### src/rtl/pipeline_boot_ctrl.sv
// Boot/run sequencer: copies imem/dmem images from a source ROM while the core is
// held in reset, then runs the core until a self-loop halt or the cycle budget ends.
module pipeline_boot_ctrl #(
    parameter int                DATA_W      = 32,
    parameter int                ADDR_W      = 6,
    parameter int                IMEM_WORDS  = 41,
    parameter int                DMEM_WORDS  = 5,
    parameter int                CNT_W       = 16,
    parameter int                MAX_CYCLES  = 1000,
    parameter logic [DATA_W-1:0] HALT_INSTR  = 32'h0000006f,
    parameter int                HALT_REPEAT = 3
) (
    input  logic              clk,
    input  logic              reset,
    input  logic              start,
    output logic              src_sel,
    output logic              src_rd_en,
    output logic [ADDR_W-1:0] src_addr,
    input  logic [DATA_W-1:0] src_rdata,
    output logic              imem_we,
    output logic              dmem_we,
    output logic [ADDR_W-1:0] mem_waddr,
    output logic [DATA_W-1:0] mem_wdata,
    output logic              core_rst_n,
    output logic              core_stall,
    input  logic              if_valid,
    input  logic [31:0]       if_pc,
    input  logic [DATA_W-1:0] if_instr,
    output logic              busy,
    output logic              done,
    output logic              timeout,
    output logic [CNT_W-1:0]  cycle_count
);

    // one extra bit so a full 2**ADDR_W image can be counted
    localparam int LDC_W = ADDR_W + 1;
    localparam int HC_W  = $clog2(HALT_REPEAT + 1);

    localparam logic [LDC_W-1:0] I_N    = LDC_W'(IMEM_WORDS);
    localparam logic [LDC_W-1:0] D_N    = LDC_W'(DMEM_WORDS);
    // the final region spends one more cycle draining its last write
    localparam logic [LDC_W-1:0] I_END  = (DMEM_WORDS == 0) ? LDC_W'(IMEM_WORDS)
                                                            : LDC_W'(IMEM_WORDS - 1);
    localparam logic [LDC_W-1:0] D_END  = LDC_W'(DMEM_WORDS);
    localparam logic [CNT_W-1:0] CYC_LAST = CNT_W'(MAX_CYCLES - 1);
    localparam logic [HC_W-1:0]  HALT_N   = HC_W'(HALT_REPEAT);

    typedef enum logic [2:0] {
        S_IDLE,
        S_LOAD_I,
        S_LOAD_D,
        S_RUN,
        S_DONE
    } state_t;

    typedef struct packed {
        logic              vld;
        logic              dmem;
        logic [ADDR_W-1:0] addr;
    } wr_req_t;

    state_t            state, state_nxt;
    logic [LDC_W-1:0]  ld_cnt;
    wr_req_t           wr;
    logic [CNT_W-1:0]  cyc;
    logic [HC_W-1:0]   hcnt;
    logic [HC_W-1:0]   hcnt_inc;
    logic [31:0]       hpc;
    logic              done_q, tmo_q;
    logic              rd_en, rd_sel, go;
    logic              halt_fetch, halt_hit, tmo_hit;

    always_comb begin
        halt_fetch = if_valid && (if_instr == HALT_INSTR);
        hcnt_inc   = (if_pc == hpc) ? (hcnt + HC_W'(1)) : HC_W'(1);
        halt_hit   = (state == S_RUN) && halt_fetch && (hcnt_inc == HALT_N);
        tmo_hit    = (state == S_RUN) && (cyc == CYC_LAST) && !halt_hit;
    end

    always_comb begin
        state_nxt = state;
        rd_en     = 1'b0;
        rd_sel    = 1'b0;
        go        = 1'b0;
        case (state)
            S_IDLE, S_DONE: begin
                if (start) begin
                    go        = 1'b1;
                    state_nxt = S_LOAD_I;
                end
            end
            S_LOAD_I: begin
                rd_en = (ld_cnt < I_N);
                if (ld_cnt == I_END)
                    state_nxt = (DMEM_WORDS == 0) ? S_RUN : S_LOAD_D;
            end
            S_LOAD_D: begin
                rd_en  = (ld_cnt < D_N);
                rd_sel = 1'b1;
                if (ld_cnt == D_END)
                    state_nxt = S_RUN;
            end
            S_RUN: begin
                if (halt_hit || tmo_hit)
                    state_nxt = S_DONE;
            end
            default: state_nxt = S_IDLE;
        endcase
    end

    always_ff @(posedge clk or negedge reset) begin
        if (!reset) begin
            state  <= S_IDLE;
            ld_cnt <= '0;
            wr     <= '0;
        end else begin
            state  <= state_nxt;
            ld_cnt <= (state_nxt != state) ? '0 : ld_cnt + LDC_W'(1);
            // the ROM answers one cycle later, so the write trails the read by one
            wr     <= '{vld: rd_en, dmem: rd_sel, addr: ld_cnt[ADDR_W-1:0]};
        end
    end

    always_ff @(posedge clk or negedge reset) begin
        if (!reset) begin
            cyc    <= '0;
            hcnt   <= '0;
            hpc    <= '0;
            done_q <= 1'b0;
            tmo_q  <= 1'b0;
        end else if (go) begin
            cyc    <= '0;
            hcnt   <= '0;
            done_q <= 1'b0;
            tmo_q  <= 1'b0;
        end else if (state == S_RUN) begin
            if (state_nxt == S_RUN)
                cyc <= cyc + CNT_W'(1);
            // bubbles keep the count; any other real fetch breaks the halt streak
            if (if_valid) begin
                hcnt <= halt_fetch ? hcnt_inc : '0;
                if (halt_fetch)
                    hpc <= if_pc;
            end
            if (halt_hit)
                done_q <= 1'b1;
            if (tmo_hit)
                tmo_q <= 1'b1;
        end
    end

    assign src_rd_en   = rd_en;
    assign src_sel     = rd_sel;
    assign src_addr    = rd_en ? ld_cnt[ADDR_W-1:0] : '0;
    assign imem_we     = wr.vld && !wr.dmem;
    assign dmem_we     = wr.vld && wr.dmem;
    assign mem_waddr   = wr.addr;
    assign mem_wdata   = wr.vld ? src_rdata : '0;
    assign core_rst_n  = (state == S_RUN);
    assign core_stall  = (state != S_RUN);
    assign busy        = (state == S_LOAD_I) || (state == S_LOAD_D) || (state == S_RUN);
    assign done        = done_q;
    assign timeout     = tmo_q;
    assign cycle_count = cyc;

endmodule
### config.mk
export PLATFORM = sky130hd
export DESIGN_NAME = pipeline_boot_ctrl
export DESIGN_NICKNAME = d
export VERILOG_FILES = /design/src/rtl/pipeline_boot_ctrl.sv
export SDC_FILE = /design/constraint.sdc
export NUM_CORES = 1
export LEC_CHECK = 0
export BUFFER_PORTS_ARGS = -buffer_cell sky130_fd_sc_hd__buf_2
export CAP_MARGIN = 20
export CORE_MARGIN = 2
export CORE_UTILIZATION = 50
export DETAILED_ROUTE_END_ITERATION = 8
export GPL_TIMING_DRIVEN = 0
export PLACE_DENSITY = 0.94
export SYNTH_ARGS = -nofsm -noshare
export SYNTH_HDL_FRONTEND = slang
export SYNTH_SLANG_ARGS = --single-unit
export TNS_END_PERCENT = 100
### constraint.sdc
create_clock -name clk -period 3.25 [get_ports clk]
set_clock_uncertainty 0.15 [all_clocks]
set_input_delay 0.325 -clock clk [delete_from_list [all_inputs] [get_ports clk]]
set_output_delay 0.325 -clock clk [all_outputs]
set_load 0.01 [all_outputs]
* Word-level counts from Yosys, hierarchy flattened *
Cells that the tools add are included.

storage, ports and cells
  bits in registers = 70
  output and inout port bits = 69
  logic and storage cells = 79

cells by class
  add/sub/neg operators = 3
  order comparisons = 2
  equal/unequal tests = 13
  muxes and demuxes = 26
  bitwise operators = 1
  reductions and logical operators = 24

operator list
  operator                                                                      count
  16-bit two-way mux                                                            3
  32-bit equality test                                                          1
  32-bit by 7-bit equality test with 1-bit output, second input constant        1
  32-bit two-way mux                                                            1
  16-bit by 1-bit adder with 16-bit output, second input constant               1
  16-bit by 10-bit equality test with 1-bit output, second input constant       1
  3-bit two-way mux                                                             4
  3-bit case mux with 4 select lines                                            1
  2-bit two-way mux                                                             5
  2-bit nonzero test                                                            5
  3-bit by 2-bit equality test with 1-bit output, second input constant         3
  1-bit two-way mux                                                             9
  2-bit AND reduction                                                           4
  7-bit by 1-bit adder with 7-bit output, second input constant                 1
  7-bit by 3-bit equality test with 1-bit output, second input constant         1
  7-bit by 6-bit equality test with 1-bit output, second input constant         1
  1-bit logical AND                                                             7
  7-bit by 3-bit less-than comparator with 1-bit output, second input constant  1
  7-bit by 6-bit less-than comparator with 1-bit output, second input constant  1
  7-bit two-way mux                                                             1
  6-bit two-way mux                                                             1
  4-bit AND reduction                                                           1
  3-bit by 1-bit equality test with 1-bit output, second input constant         1
  3-bit equality test, second input constant                                    1
  other kinds (10)                                                              13

* Logic depth before layout (Yosys ltp) *
Gate-level depths: netlist of run 1.

  word-level depth = 13
  mapped depth = 11

* Least setup slack after synthesis of run 1 *
OpenSTA, ideal clock, no wires.

  path kind = register -> register
  start = register cyc[12] (netlist: cycle_count[12])
  end = register cyc[7] (netlist: cycle_count[7])
  library setup time = 0.120 ns
  arrival = 1.898 ns
  data required time = 2.980 ns
  setup slack = 1.082 ns
  cell stages (with the launch flop) = 9
  buffers on the path = 2
  clock period less this slack = 2.168 ns
  cell sequence = dfrtp_1 > or4_1 > nor3_2 > and4_4 > nand2b_4 > buf_8 > nor2_4 > buf_6 > a41o_1

on the way
  cells in the longest elaborated chain, start to end = 9

ends and longest elaborated chain
  element                                           line  RTL
  start, declared                                   65    logic [CNT_W-1:0] cyc;
  start signal, assigned                            138   cyc <= cyc + CNT_W'(1);
  16-bit by 10-bit equality test with 1-bit output  77    tmo_hit = (state == S_RUN) && (cyc == CYC_LAST) && !halt_hit;
  1-bit logical AND (2 in series)                   77
  1-bit logical OR                                  104   if (halt_hit || tmo_hit)
  3-bit two-way mux                                 104
  3-bit case mux with 4 select lines                85    case (state)
  3-bit by 2-bit equality test with 1-bit output    137   if (state_nxt == S_RUN)
  2-bit nonzero test (no source line)               --
  2-bit AND reduction (no source line)              --

No other way between the ends.
A chain may end at the register's enable or synchronous reset.

* Worst setup path in the final report of run 1 *
  start = register hpc[26]
  end = register cyc[2] (netlist: cycle_count[2])

on the way
  cells in the longest elaborated chain, start to end = 12

ends and longest elaborated chain
  element                                             line  RTL
  start, declared                                     68    logic [31:0] hpc;
  start signal, assigned                              143   hpc <= if_pc;
  32-bit equality test (*)                            75    hcnt_inc = (if_pc == hpc) ? (hcnt + HC_W'(1)) : HC_W'(1);
  2-bit two-way mux (*)                               75
  2-bit equality test (*)                             76    halt_hit = (state == S_RUN) && halt_fetch && (hcnt_inc == HALT_N);
  1-bit logical AND (*)                               76
  1-bit zero test                                     77
  1-bit logical AND                                   77
  1-bit logical OR (*)                                104
  3-bit two-way mux (*)                               104
  3-bit case mux with 4 select lines (*)              85
  3-bit by 2-bit equality test with 1-bit output (*)  137
  2-bit nonzero test (no source line) (*)             --
  2-bit AND reduction (no source line) (*)            --

Mark *: on every way between the ends. The rest lies on a longest branch, timed or not.

==> results.yml, run 1 <==
route:
  route.detailed.drc: 0
  routed_wl_mm: 9.998
  wl_per_cell_um: 15.19
  vias_per_cell: 5.369
  drt_pre_antenna_iters: 4
  dr.first_iter.drc_count: 150
  vias: 3533
  antenna_violating_nets_left: 0
synthesis:
  avgSynthCellArea_um2: 10.58
  synthTopCellsByArea: "sky130_fd_sc_hd__dfrtp_1 (45%), sky130_fd_sc_hd__mux2_2 (9.2%), sky130_fd_sc_hd__xor2_1 (7.8%)"
  synth-edff-count: 0
  syn-cell-area_um2: 3924
  postSynthRegisterBits: 70
  synthesis.instances: 371
  ys_async_sr_fraction: 1.000
  yosys.area.top_type: "sky130_fd_sc_hd__dfrtp_1"
  synth_top_area_share: 0.4464
  yosysUniqueCellTypes: 51
  synth_fp_nets: 475
  synth_commonest_cells: "sky130_fd_sc_hd__dfrtp_1 (70), sky130_fd_sc_hd__and2_1 (36), sky130_fd_sc_hd__xor2_1 (35)"
  ys_dominant_reg_cell: "sky130_fd_sc_hd__dfrtp_1"
  yosys.cell_count.top_type: "sky130_fd_sc_hd__dfrtp_1"
  yosys_warn_count: 0
  synth-seq-area-share: 0.4464
critical_path:
  timing.critical_path.cells: "xor2_1 -> nor4_1 -> nand4_1 -> nor4bb_2 -> buf_6 -> nor2_4 -> buf_6 -> nand2_1 -> mux2i_1"
  critical_path.most_common_cell: "sky130_fd_sc_hd__buf_6"
  worst_r2r_startpoint: "hpc[26]"
  cp_slowest_stage_delay_ps: 410
  timing.critical_path.slowest_stage_cell: "sky130_fd_sc_hd__nor4_1"
  worstPathMaxFanout: 10
  crit-reg2reg-capture: "cycle_count[2]"
  r2r_cells: 9
  crit_path_arrival_time_ps: 2560
  cp-end-kind: "flop"
  timing.reg2reg.setup_slack_ps: 800
  critical_setup_path_class: "flop to flop"
  worst_setup_path_start_kind: "flop"
  timing.critical_path.required_ps: 3360
die:
  initial_core_util: 0.5131
  die-area_um2: 8572
  chipWidth_um: 92.59
  die_h_um: 92.59
  core.rowCount: 32
  io_pins: 169
  core_area_um2: 7647
global_route:
  grt_first_pass_wirelength_mm: 15.94
  globalRouteTotalUtil: 0.2365
  grt_max_degree: 71
  antenna_found_initial: 0
  grt.overflow.total: 0
  grt_pass1_vias: 3551
pwr:
  power.clock.fraction: 0.410
  cell_pwr_density_nw_per_um2: 341.0
  peakVddDrop_uv: 250.4
  internal_power_mw: 1.325
  seq_power_share: 0.500
  switching_power_mw: 0.4164
  comb_power_share: 0.090
  power.static_leakage_nw: 2.686
  p_sw_frac: 0.2392
timing:
  final-max-slew-violation-count: 0
  clock.fmax_mhz: 408.8
  setup_tns_ps: 0
  min_period_over_period: 0.7526
  timing.final.crit_period_ps: 2446
  setup_viol_count_final: 0
  worst_slew_margin_rel: 0.4222
  rsz0062_at_grt: "no"
  fin_ws_ps: 804.0
  slew_at_the_pin_with_the_worst_max_slew_slack_ps: 866.7
  report.final.hold_viol_count: 0
clock_network:
  cts_tree: "yes"
  insertion_delay_ps: 350
  htree_num_levels: 3
  maximum_clock_insertion_buffer_count: 2
  cts_setup_buffers: 0
  clock_tree.root_cell: "sky130_fd_sc_hd__clkbuf_8"
  clock_sink_count: 70
  cts_inserted_buffers: 9
  path_clk_slew_ps: 80
placement:
  detailed_place_hpwl_mm: 7.803
  place_worst_setup_slack_ps: 581.5
  gpl.final_weighted_congestion: 0.8581
  io_buffer_count: 168
worst_hold_path:
  hold_start: "if_pc[15]"
  hold_path_end: "hpc[15]"
  hold_class: "input pin to flop"
  timing.hold.worst_path_depth: 2
cells_and_area:
  fillers: 628
  area_added_between_synthesis_and_finish_pct: 30.10
  fraction_of_layout_cells_with_a_size_suffix_above_1: 0.4317
  n_antenna_cell: 0
  nets: 655
outcome:
  status: "finished, final reports clean"
flow_run:
  cap_violations: 0
[cells by family after synthesis]
family                     count (synthesis)  share of synthesized area
and+or+nand+nor                          165                     0.2506
DFF                                       70                     0.4464
buffers and inverters                     27                    0.04049
AOI/OAI and AO/OA                         25                    0.04974
adders and majority gates                  4                    0.01276
xor gates and xnor gates                  45                     0.1004
muxes                                     35                    0.09949
[state kept, by name, indices dropped and copies added (netlist names)]
signal,cells
done,1
ld_cnt,7
mem_waddr,6
cycle_count,16
hcnt,2
timeout,1
state,3
hpc,32
wr,2
[timing repair]
action / 4_1_cts / 5_1_grt
hold endpoints to repair: 70 / 0
resized for setup: 0 / 0
hold buffers: 1 / 0
[stage by stage]
| stage | area (um^2) | utilization | hold slack, ps | std cells | power (mW) |
|---|---|---|---|---|---|
| 2_1_floorplan | 3924 | - | -120.6 | 371 | 0.9326 |
| 3_3_place_gp | 4892 | 0.6397 | 205.2 | 641 | 1.039 |
| 3_5_place_dp | 4895 | 0.6401 | 210.2 | 641 | 1.045 |
| 4_1_cts | 5105 | 0.6675 | 61.44 | 658 | 1.760 |
| 5_1_grt | 5105 | 0.6675 | 66.05 | 658 | 1.807 |
| 6_report | 5105 | 0.6675 | 77.98 | 658 | 1.741 |
[per-layer routing]
| layer | vias up | wire [um] | GRT usage |
|---|---|---|---|
| met5 | - | 0 | 0 |
| met4 | 0 | 197 | 0.1032 |
| met3 | 22 | 975 | 0.07567 |
| met2 | 181 | 5137 | 0.4240 |
| met1 | 1674 | 3688 | 0.2545 |
| li1 | 1656 | - | - |
[critical path, delay by kind of cell (launching register included)]
family | cells | cell delay (ps)
and+or+nand+nor | 5 | 1140
DFF | 1 | 390
buffers and inverters | 2 | 340
muxes | 1 | 180
xor gates and xnor gates | 1 | 160
[worst max path at each step]
| stage | startpoint | to | cells past startpoint | slack, ps |
|---|---|---|---|---|
| final | hpc[26] | cycle_count[2] | 9 | 800 |
| after CTS | ld_cnt[3] | src_rd_en | 6 | 760 |
| after global placement | if_instr[10] | hpc[11] | 6 | 770 |
| after floorplan | cycle_count[12] | cycle_count[7] | 8 | 1080 |
| after global routing | ld_cnt[3] | src_rd_en | 6 | 610 |
| after detailed placement | if_instr[10] | hpc[30] | 6 | 580 |
[cell usage in the layout, fill, tap and decap left out, types with 3 or more instances in the layout]
cell                       count
sky130_fd_sc_hd__buf_2       170
sky130_fd_sc_hd__dfrtp_1      70
sky130_fd_sc_hd__and2_1       36
sky130_fd_sc_hd__xor2_1       35
sky130_fd_sc_hd__mux2_2       32
sky130_fd_sc_hd__nor2_1       29
sky130_fd_sc_hd__nand2_1      21
sky130_fd_sc_hd__nor4_1       19
sky130_fd_sc_hd__nand4_1      10
sky130_fd_sc_hd__xnor2_1      10
sky130_fd_sc_hd__clkbuf_8     10
sky130_fd_sc_hd__buf_4         8
sky130_fd_sc_hd__nand3_1       8
sky130_fd_sc_hd__clkbuf_1      7
sky130_fd_sc_hd__and3_1        7
sky130_fd_sc_hd__inv_1         6
sky130_fd_sc_hd__nor2b_1       6
sky130_fd_sc_hd__nor3_1        6
sky130_fd_sc_hd__a21oi_1       5
sky130_fd_sc_hd__a31oi_1       4
sky130_fd_sc_hd__ha_1          4
sky130_fd_sc_hd__o21ai_0       3
sky130_fd_sc_hd__nor4b_1       3
sky130_fd_sc_hd__and4_1        3
sky130_fd_sc_hd__a41o_1        3
sky130_fd_sc_hd__mux2i_1       3
[power by group through the flow]
stage / registers (mW) / logic (mW) / clock network, mW
2_1_floorplan: 0.888 / 0.0449 / 0
3_3_place_gp: 0.887 / 0.151 / 0
3_5_place_dp: 0.887 / 0.157 / 0
4_1_cts: 0.870 / 0.159 / 0.730
5_1_grt: 0.870 / 0.173 / 0.764
6_report: 0.870 / 0.157 / 0.714
[area by class of cell]
cell class	count	area, um^2	area share
Multi-Input combinational cell	274	2013	0.3944
Sequential cell	70	1752	0.3431
Timing Repair Buffer	169	853.3	0.1672
Clock buffer	11	141.4	0.02770
Buffer	20	131.4	0.02574
Tap cell	102	127.6	0.02500
Clock inverter	5	58.81	0.01152
Inverter	7	27.53	0.005392
(Power assumes the default switching activity.)
==> run 2: changes to the inputs <==
--- a/config.mk
+++ b/config.mk
@@ -5,13 +5,14 @@
 export SDC_FILE = /design/constraint.sdc
 export NUM_CORES = 1
 export LEC_CHECK = 0
+export ABC_AREA = 1
 export BUFFER_PORTS_ARGS = -buffer_cell sky130_fd_sc_hd__buf_2
 export CAP_MARGIN = 20
 export CORE_MARGIN = 2
-export CORE_UTILIZATION = 50
+export CORE_UTILIZATION = 45
 export DETAILED_ROUTE_END_ITERATION = 8
 export GPL_TIMING_DRIVEN = 0
-export PLACE_DENSITY = 0.94
+export PLACE_DENSITY = 0.88
 export SYNTH_ARGS = -nofsm -noshare
 export SYNTH_HDL_FRONTEND = slang
 export SYNTH_SLANG_ARGS = --single-unit
==> constraint.sdc (replaced) <==
create_clock -name clk -period 2.2 [get_ports clk]
set_clock_uncertainty 0.15 [all_clocks]
set_input_delay 0.22 -clock clk [delete_from_list [all_inputs] [get_ports clk]]
set_output_delay 0.22 -clock clk [all_outputs]
set_load 0.01 [all_outputs]
==> run 2 against run 1 <==
Flip-flop and latch count did not move. Fmax increased by 14%. Register-to-register slack got worse by 750 ps. Synthesized cell count increased by 75%. Cell count rose by 50%.
==> results.yml, run 2 <==
die:
  initial_core_util: 0.4585
  core.rowCount: 36
  die_h_um: 103.1
  die-area_um2: 10630
  chipWidth_um: 103.1
  core_area_um2: 9639
  io_pins: 169
route:
  vias: 4741
  drt_pre_antenna_iters: 4
  antenna_violating_nets_left: 0
  vias_per_cell: 4.813
  routed_wl_mm: 12.17
  dr.first_iter.drc_count: 163
  wl_per_cell_um: 12.36
  route.detailed.drc: 0
clock_network:
  htree_num_levels: 3
  cts_tree: "yes"
  clock_sink_count: 70
  cts_inserted_buffers: 9
  maximum_clock_insertion_buffer_count: 2
  path_clk_slew_ps: 80
  clock_tree.root_cell: "sky130_fd_sc_hd__clkbuf_8"
  insertion_delay_ps: 340
pwr:
  cell_pwr_density_nw_per_um2: 808.0
  peakVddDrop_uv: 531.6
  power.static_leakage_nw: 3.339
  power_mw: 4.855
placement:
  gpl.final_weighted_congestion: 0.8726
  io_buffer_count: 168
  placed_cells: 951
  place_worst_setup_slack_ps: -14.59
  detailed_place_hpwl_mm: 8.959
global_route:
  antenna_found_initial: 0
  grt_use_met1: 0.2687
  top_usage_layer: "met2"
  globalRouteTotalUtil: 0.2222
  grt.overflow.total: 0
  met3_usage: 0.02712
  grt_pass1_vias: 4261
  grt_max_degree: 71
  grt_first_pass_wirelength_mm: 18.49
  grt_util_met2: 0.3946
worst_hold_path:
  hold_class: "input pin to flop"
  hold_path_end: "hpc[4]"
  timing.hold.worst_path_depth: 3
  hold_start: "if_pc[4]"
synthesis:
  synth_fp_nets: 754
  yosys_warn_count: 0
  yosys.cell_count.top_type: "sky130_fd_sc_hd__nand2_1"
  synth_top_area_share: 0.3964
  synthTopCellsByArea: "sky130_fd_sc_hd__dfrtp_1 (40%), sky130_fd_sc_hd__nand2_1 (17%), sky130_fd_sc_hd__inv_1 (11%)"
  ys_async_sr_fraction: 1.000
  synthesis.instances: 650
  syn-cell-area_um2: 4419
  avgSynthCellArea_um2: 6.799
  ys_dominant_reg_cell: "sky130_fd_sc_hd__dfrtp_1"
  yosys.area.top_type: "sky130_fd_sc_hd__dfrtp_1"
  synth-seq-area-share: 0.3964
  synth-edff-count: 0
  synth_commonest_cells: "sky130_fd_sc_hd__nand2_1 (204), sky130_fd_sc_hd__inv_1 (128), sky130_fd_sc_hd__nor2_1 (72)"
  postSynthRegisterBits: 70
  yosysUniqueCellTypes: 30
timing:
  fin_ws_ps: 52.85
  worst_slew_margin_rel: 0.3972
  slew_at_the_pin_with_the_worst_max_slew_slack_ps: 904.2
  setup_viol_count_final: 0
  timing.final.crit_period_ps: 2147
  final-max-slew-violation-count: 0
  report.final.hold_viol_count: 0
  hold-worst-slack_ps: 18.39
  min_period_over_period: 0.9760
  clock.fmax_mhz: 465.7
cells_and_area:
  nets: 951
  final_common_cell: "sky130_fd_sc_hd__nand2_1"
  largest_register_ffs: 32
  fillers: 860
  fraction_of_layout_cells_with_a_size_suffix_above_1: 0.2946
  max_flop_register: "hpc"
  area_added_between_synthesis_and_finish_pct: 35.99
  layoutNonFillerInstCount: 985
  layout_common_cells: "sky130_fd_sc_hd__nand2_1 (200), sky130_fd_sc_hd__buf_2 (163), sky130_fd_sc_hd__inv_1 (126)"
  register_area_um2: 1754
  multiInputGateArea_um2: 2166
  n_antenna_cell: 0
critical_path:
  crit-reg2reg-capture: "cycle_count[5]"
  timing.reg2reg.setup_slack_ps: 50
  worstPathMaxFanout: 6
  cp_slowest_stage_delay_ps: 420
  r2r_cells: 9
  worst_setup_path_start_kind: "flop"
  worst_r2r_startpoint: "cycle_count[0]"
  timing.critical_path.cells: "ha_2 -> nand2_1 -> nor4_2 -> nand4_1 -> nand3_4 -> nand2_8 -> buf_12 -> nand3_1 -> o21ai_2"
  cp-end-kind: "flop"
  critical_setup_path_class: "flop to flop"
  timing.critical_path.required_ps: 2280
  timing.critical_path.slowest_stage_cell: "sky130_fd_sc_hd__dfrtp_2"
  crit_path_arrival_time_ps: 2230
outcome:
  status: "finished, final reports clean"
flow_run:
  cap_violations: 0
run 2: cell count changes after synthesis, sizes merged, moves of 15 or more:
| cell | previous run | this run |
|---|---|---|
| o21ai | 3 | 43 |
| mux2 | 32 | 0 |
| and2 | 36 | 0 |
| xor2 | 35 | 20 |
| nor2 | 30 | 74 |
| inv | 6 | 130 |
| nand2 | 21 | 205 |
| nand3 | 8 | 35 |
run 2: cells by family (layout without fill, tap and decap cells):
logic type | Yosys count | after routing | synth area share
AND/OR/NAND/NOR | 350 | 350 | 0.3375
flip-flops | 70 | 70 | 0.3964
adder cells (fa/ha/maj) | 4 | 4 | 0.01133
AO/OA/AOI/OAI | 53 | 53 | 0.07559
XOR/XNOR | 21 | 21 | 0.04162
buffers and inverters | 152 | 354 | 0.1376
run 2: area by class of cell:
class / instances / area share
Buffer: 19 / 0.02124
Tap cell: 133 / 0.02769
Clock buffer: 10 / 0.02124
Multi-Input combinational cell: 428 / 0.3604
Timing Repair Buffer: 187 / 0.1801
Sequential cell: 70 / 0.2919
Clock inverter: 6 / 0.01437
Inverter: 132 / 0.08307
run 2: power breakdown:
part / internal (mW) / switching (mW) / leakage, nW
clock network: 0.637 / 0.493 / 0.106
registers: 1.51 / 0.249 / 0.942
logic: 0.848 / 1.12 / 2.29
run 2: critical path, delay by kind of cell (launching register included):
family | cells | cell delay (ps)
AOI/OAI and AO/OA | 1 | 60
and+or+nand+nor | 6 | 1040
buffers and inverters | 1 | 150
adders and majority gates | 1 | 220
DFF | 1 | 420
run 2: worst max-delay path by stage:
stage	slack, ps	start	cells after the start	end
6_report	50	cycle_count[0]	9	cycle_count[5]
5_1_grt	-50	ld_cnt[0]	6	src_addr[5]
4_1_cts	9	ld_cnt[3]	8	src_addr[4]
3_5_place_dp	-10	hpc[29]	14	cycle_count[2]
3_3_place_gp	20	cycle_count[0]	9	cycle_count[7]
2_1_floorplan	230	cycle_count[0]	9	cycle_count[2]
run 2: per-stage QoR:
| step | area [um^2] | setup TNS (ps) | util |
|---|---|---|---|
| 2_1_floorplan | 4419 | 0 | - |
| 3_3_place_gp | 5426 | 0 | 0.5630 |
| 3_5_place_dp | 5429 | -14.59 | 0.5632 |
| 4_1_cts | 5761 | 0 | 0.5976 |
| 5_1_grt | 6010 | -503.9 | 0.6234 |
| 6_report | 6010 | 0 | 0.6234 |
run 2: what timing repair did:
item                                   in CTS  in global routing
gates resized for setup                     4                 33
setup buffers                               2                 11
cloned                                      0                  2
hold buffers                                8                  0
pin swaps                                   0                 13
endpoints found under the hold margin      77                  0
setup endpoints to repair                  12                 60
run 2: metal layers:
metal  share of wire  vias to the layer above
li1                -                     2368
met5               0                        -
met4           0.032                        0
met3           0.061                       28
met1            0.41                     2163
met2            0.50                      182
==> run 3: changes to the inputs <==
--- a/config.mk
+++ b/config.mk
@@ -9,10 +9,12 @@
 export BUFFER_PORTS_ARGS = -buffer_cell sky130_fd_sc_hd__buf_2
 export CAP_MARGIN = 20
 export CORE_MARGIN = 2
-export CORE_UTILIZATION = 45
+export CORE_UTILIZATION = 50
+export CTS_CLUSTER_SIZE = 14
 export DETAILED_ROUTE_END_ITERATION = 8
 export GPL_TIMING_DRIVEN = 0
-export PLACE_DENSITY = 0.88
+export PLACE_DENSITY = 0.92
+export SETUP_SLACK_MARGIN = 0.2
 export SYNTH_ARGS = -nofsm -noshare
 export SYNTH_HDL_FRONTEND = slang
 export SYNTH_SLANG_ARGS = --single-unit
==> constraint.sdc (replaced) <==
create_clock -name clk -period 2 [get_ports clk]
set_clock_uncertainty 0.15 [all_clocks]
set_input_delay 0.2 -clock clk [delete_from_list [all_inputs] [get_ports clk]]
set_output_delay 0.2 -clock clk [all_outputs]
set_load 0.01 [all_outputs]
==> run 3 against run 2 <==
The run now ends with hold timing, setup timing left. Die area shrank 9.6%. Clock power is 14% higher. Critical path depth unchanged. Sequential share of layout area fell by 2.4 points.
==> results.yml, run 3 (synthesis results as in run 2) <==
outcome:
  status: "finished with violations"
  violations_in_the_final_reports: "hold timing, setup timing"
worst_hold_path:
  hold_start: "if_pc[1]"
  hold_class: "input pin to flop"
critical_path:
  cp_slowest_stage_delay_ps: 450
  worstPathMaxFanout: 6
  cp-end-kind: "flop"
  critical_path.most_common_cell: "sky130_fd_sc_hd__nand4_1"
  worst_setup_path_start_kind: "flop"
  timing.reg2reg.setup_slack_ps: -240
  timing.critical_path.slowest_stage_cell: "sky130_fd_sc_hd__dfrtp_1"
  crit_path_arrival_time_ps: 2330
  timing.critical_path.required_ps: 2090
  critPathLaunch: "cycle_count[11]"
  worst_r2r_startpoint: "cycle_count[11]"
  timing.critical_path.cells: "inv_1 -> nand4_1 -> nor4_2 -> nand4_1 -> nand3_4 -> nand2_8 -> buf_4 -> nand3_1 -> o21ai_2"
  critical_setup_path_class: "flop to flop"
cells_and_area:
  layout_common_cells: "sky130_fd_sc_hd__nand2_1 (178), sky130_fd_sc_hd__buf_2 (166), sky130_fd_sc_hd__inv_1 (122)"
  final_common_cell: "sky130_fd_sc_hd__nand2_1"
  post-route-cell-area_um2: 6585
  largest_register_ffs: 32
  nets: 994
  max_flop_register: "hpc"
  area_added_between_synthesis_and_finish_pct: 49.01
  fraction_of_layout_cells_with_a_size_suffix_above_1: 0.3721
die:
  die-area_um2: 9607
  chipWidth_um: 98.02
  core_area_um2: 8636
  die_h_um: 98.02
  core.rowCount: 34
  initial_core_util: 0.5117
  io_pins: 169
clock_network:
  cts_inserted_buffers: 9
  clock_sink_count: 70
  insertion_delay_ps: 340
  htree_num_levels: 3
  cts_tree: "yes"
  maximum_clock_insertion_buffer_count: 2
  path_clk_slew_ps: 90
  clock_tree.root_cell: "sky130_fd_sc_hd__clkbuf_8"
timing:
  report.final.hold_viol_count: 2
  fin_ws_ps: -239.2
  hold-worst-slack_ps: -9.461
  timing.final.crit_period_ps: 2239
  slew_at_the_pin_with_the_worst_max_slew_slack_ps: 885.0
  min_period_over_period: 1.120
  setup_tns_ps: -5136
  clock.fmax_mhz: 446.6
  final-max-slew-violation-count: 0
  worst_slew_margin_rel: 0.4100
  rsz0062_at_grt: "yes"
  setup_viol_count_final: 29
global_route:
  antenna_found_initial: 1
  grt_first_pass_wirelength_mm: 22.38
  grt_pass1_vias: 4815
  grt_max_degree: 71
  grt.overflow.total: 0
  globalRouteTotalUtil: 0.2871
pwr:
  seq_power_share: 0.342
  switching_power_mw: 2.256
  comb_power_share: 0.431
  p_sw_frac: 0.3961
  cell_pwr_density_nw_per_um2: 864.7
  power_mw: 5.694
  peakVddDrop_uv: 820.2
  power.clock.fraction: 0.227
  power.static_leakage_nw: 3.606
  internal_power_mw: 3.439
route:
  vias: 5150
  route.detailed.drc: 0
  dr.first_iter.drc_count: 244
  routed_wl_mm: 14.59
  vias_per_cell: 5.129
  antenna_violating_nets_left: 0
  drt_pre_antenna_iters: 6
  wl_per_cell_um: 14.53
placement:
  io_buffer_count: 168
  place_worst_setup_slack_ps: -202.5
  gpl.final_weighted_congestion: 0.9043
  detailed_place_hpwl_mm: 8.734
  placed_area_um2: 5401
flow_run:
  cap_violations: 0
run 3: changes by cell type in the layout (fill, tap and decap cells not counted), sizes merged:
cell / change
clkinv: -1
diode: +1
inv: +2
dlygate4sd3: +20
buf: +31
clkbuf: -7
dlymetal6s4s: -1
clkinvlp: -1
run 3: worst paths after layout:
check,endpoint,cells after the start
min in group asynchronous,cycle_count[6],2
worst min-delay path,hpc[1],3
worst min register to register,mem_waddr[2],0
worst max register to register,cycle_count[14],9
max in group asynchronous,state[1],2
worst max-delay path,cycle_count[14],9
run 3: cell type report:
type                            instances  area, um^2
Antenna cell                            1       2.502
Buffer                                 20       211.5
Clock buffer                           10       127.6
Clock inverter                          6       93.84
Fill cell                             579        2051
Inverter                              132       503.0
Multi-Input combinational cell        428        2315
Sequential cell                        70        1762
Tap cell                              108       135.1
Timing Repair Buffer                  229        1435
run 3: power groups by stage:
stage,registers (mW),logic [mW],clock network [mW]
global placement,1.92,1.92,0
detailed placement,1.93,1.96,0
CTS,1.92,2.30,1.30
global route,1.97,2.66,1.37
floorplan,1.94,1.18,0
finish,1.95,2.45,1.29
run 3: critical path, delay by kind of cell, from the launching register on:
kind                   cells  cell delay, ps
AO/OA/AOI/OAI              1              60
buffers and inverters      2             330
flip-flops                 1             450
AND/OR/NAND/NOR            6            1130
run 3: routing by layer:
metal  track usage  vias up  share of wire
li1              -     2463              -
met1        0.3312     2341           0.36
met2        0.5285      284           0.52
met3       0.05082       62          0.077
met4        0.1090        0          0.039
met5             0        -              0
run 3: per-stage QoR:
| step | util | instances |
|---|---|---|
| after floorplan | - | 650 |
| after global placement | 0.6252 | 926 |
| after detailed placement | 0.6255 | 926 |
| after CTS | 0.7324 | 994 |
| after global routing | 0.7625 | 1004 |
| final | 0.7625 | 1004 |
run 3: repair_timing:
item                                    CTS  global route
resized for setup                        68            91
gates cloned                              1             1
setup buffers                            26             6
hold buffers                             25             2
endpoints found under the hold margin    94             2
endpoints found under the setup margin   99            89
pin swaps                                18            11
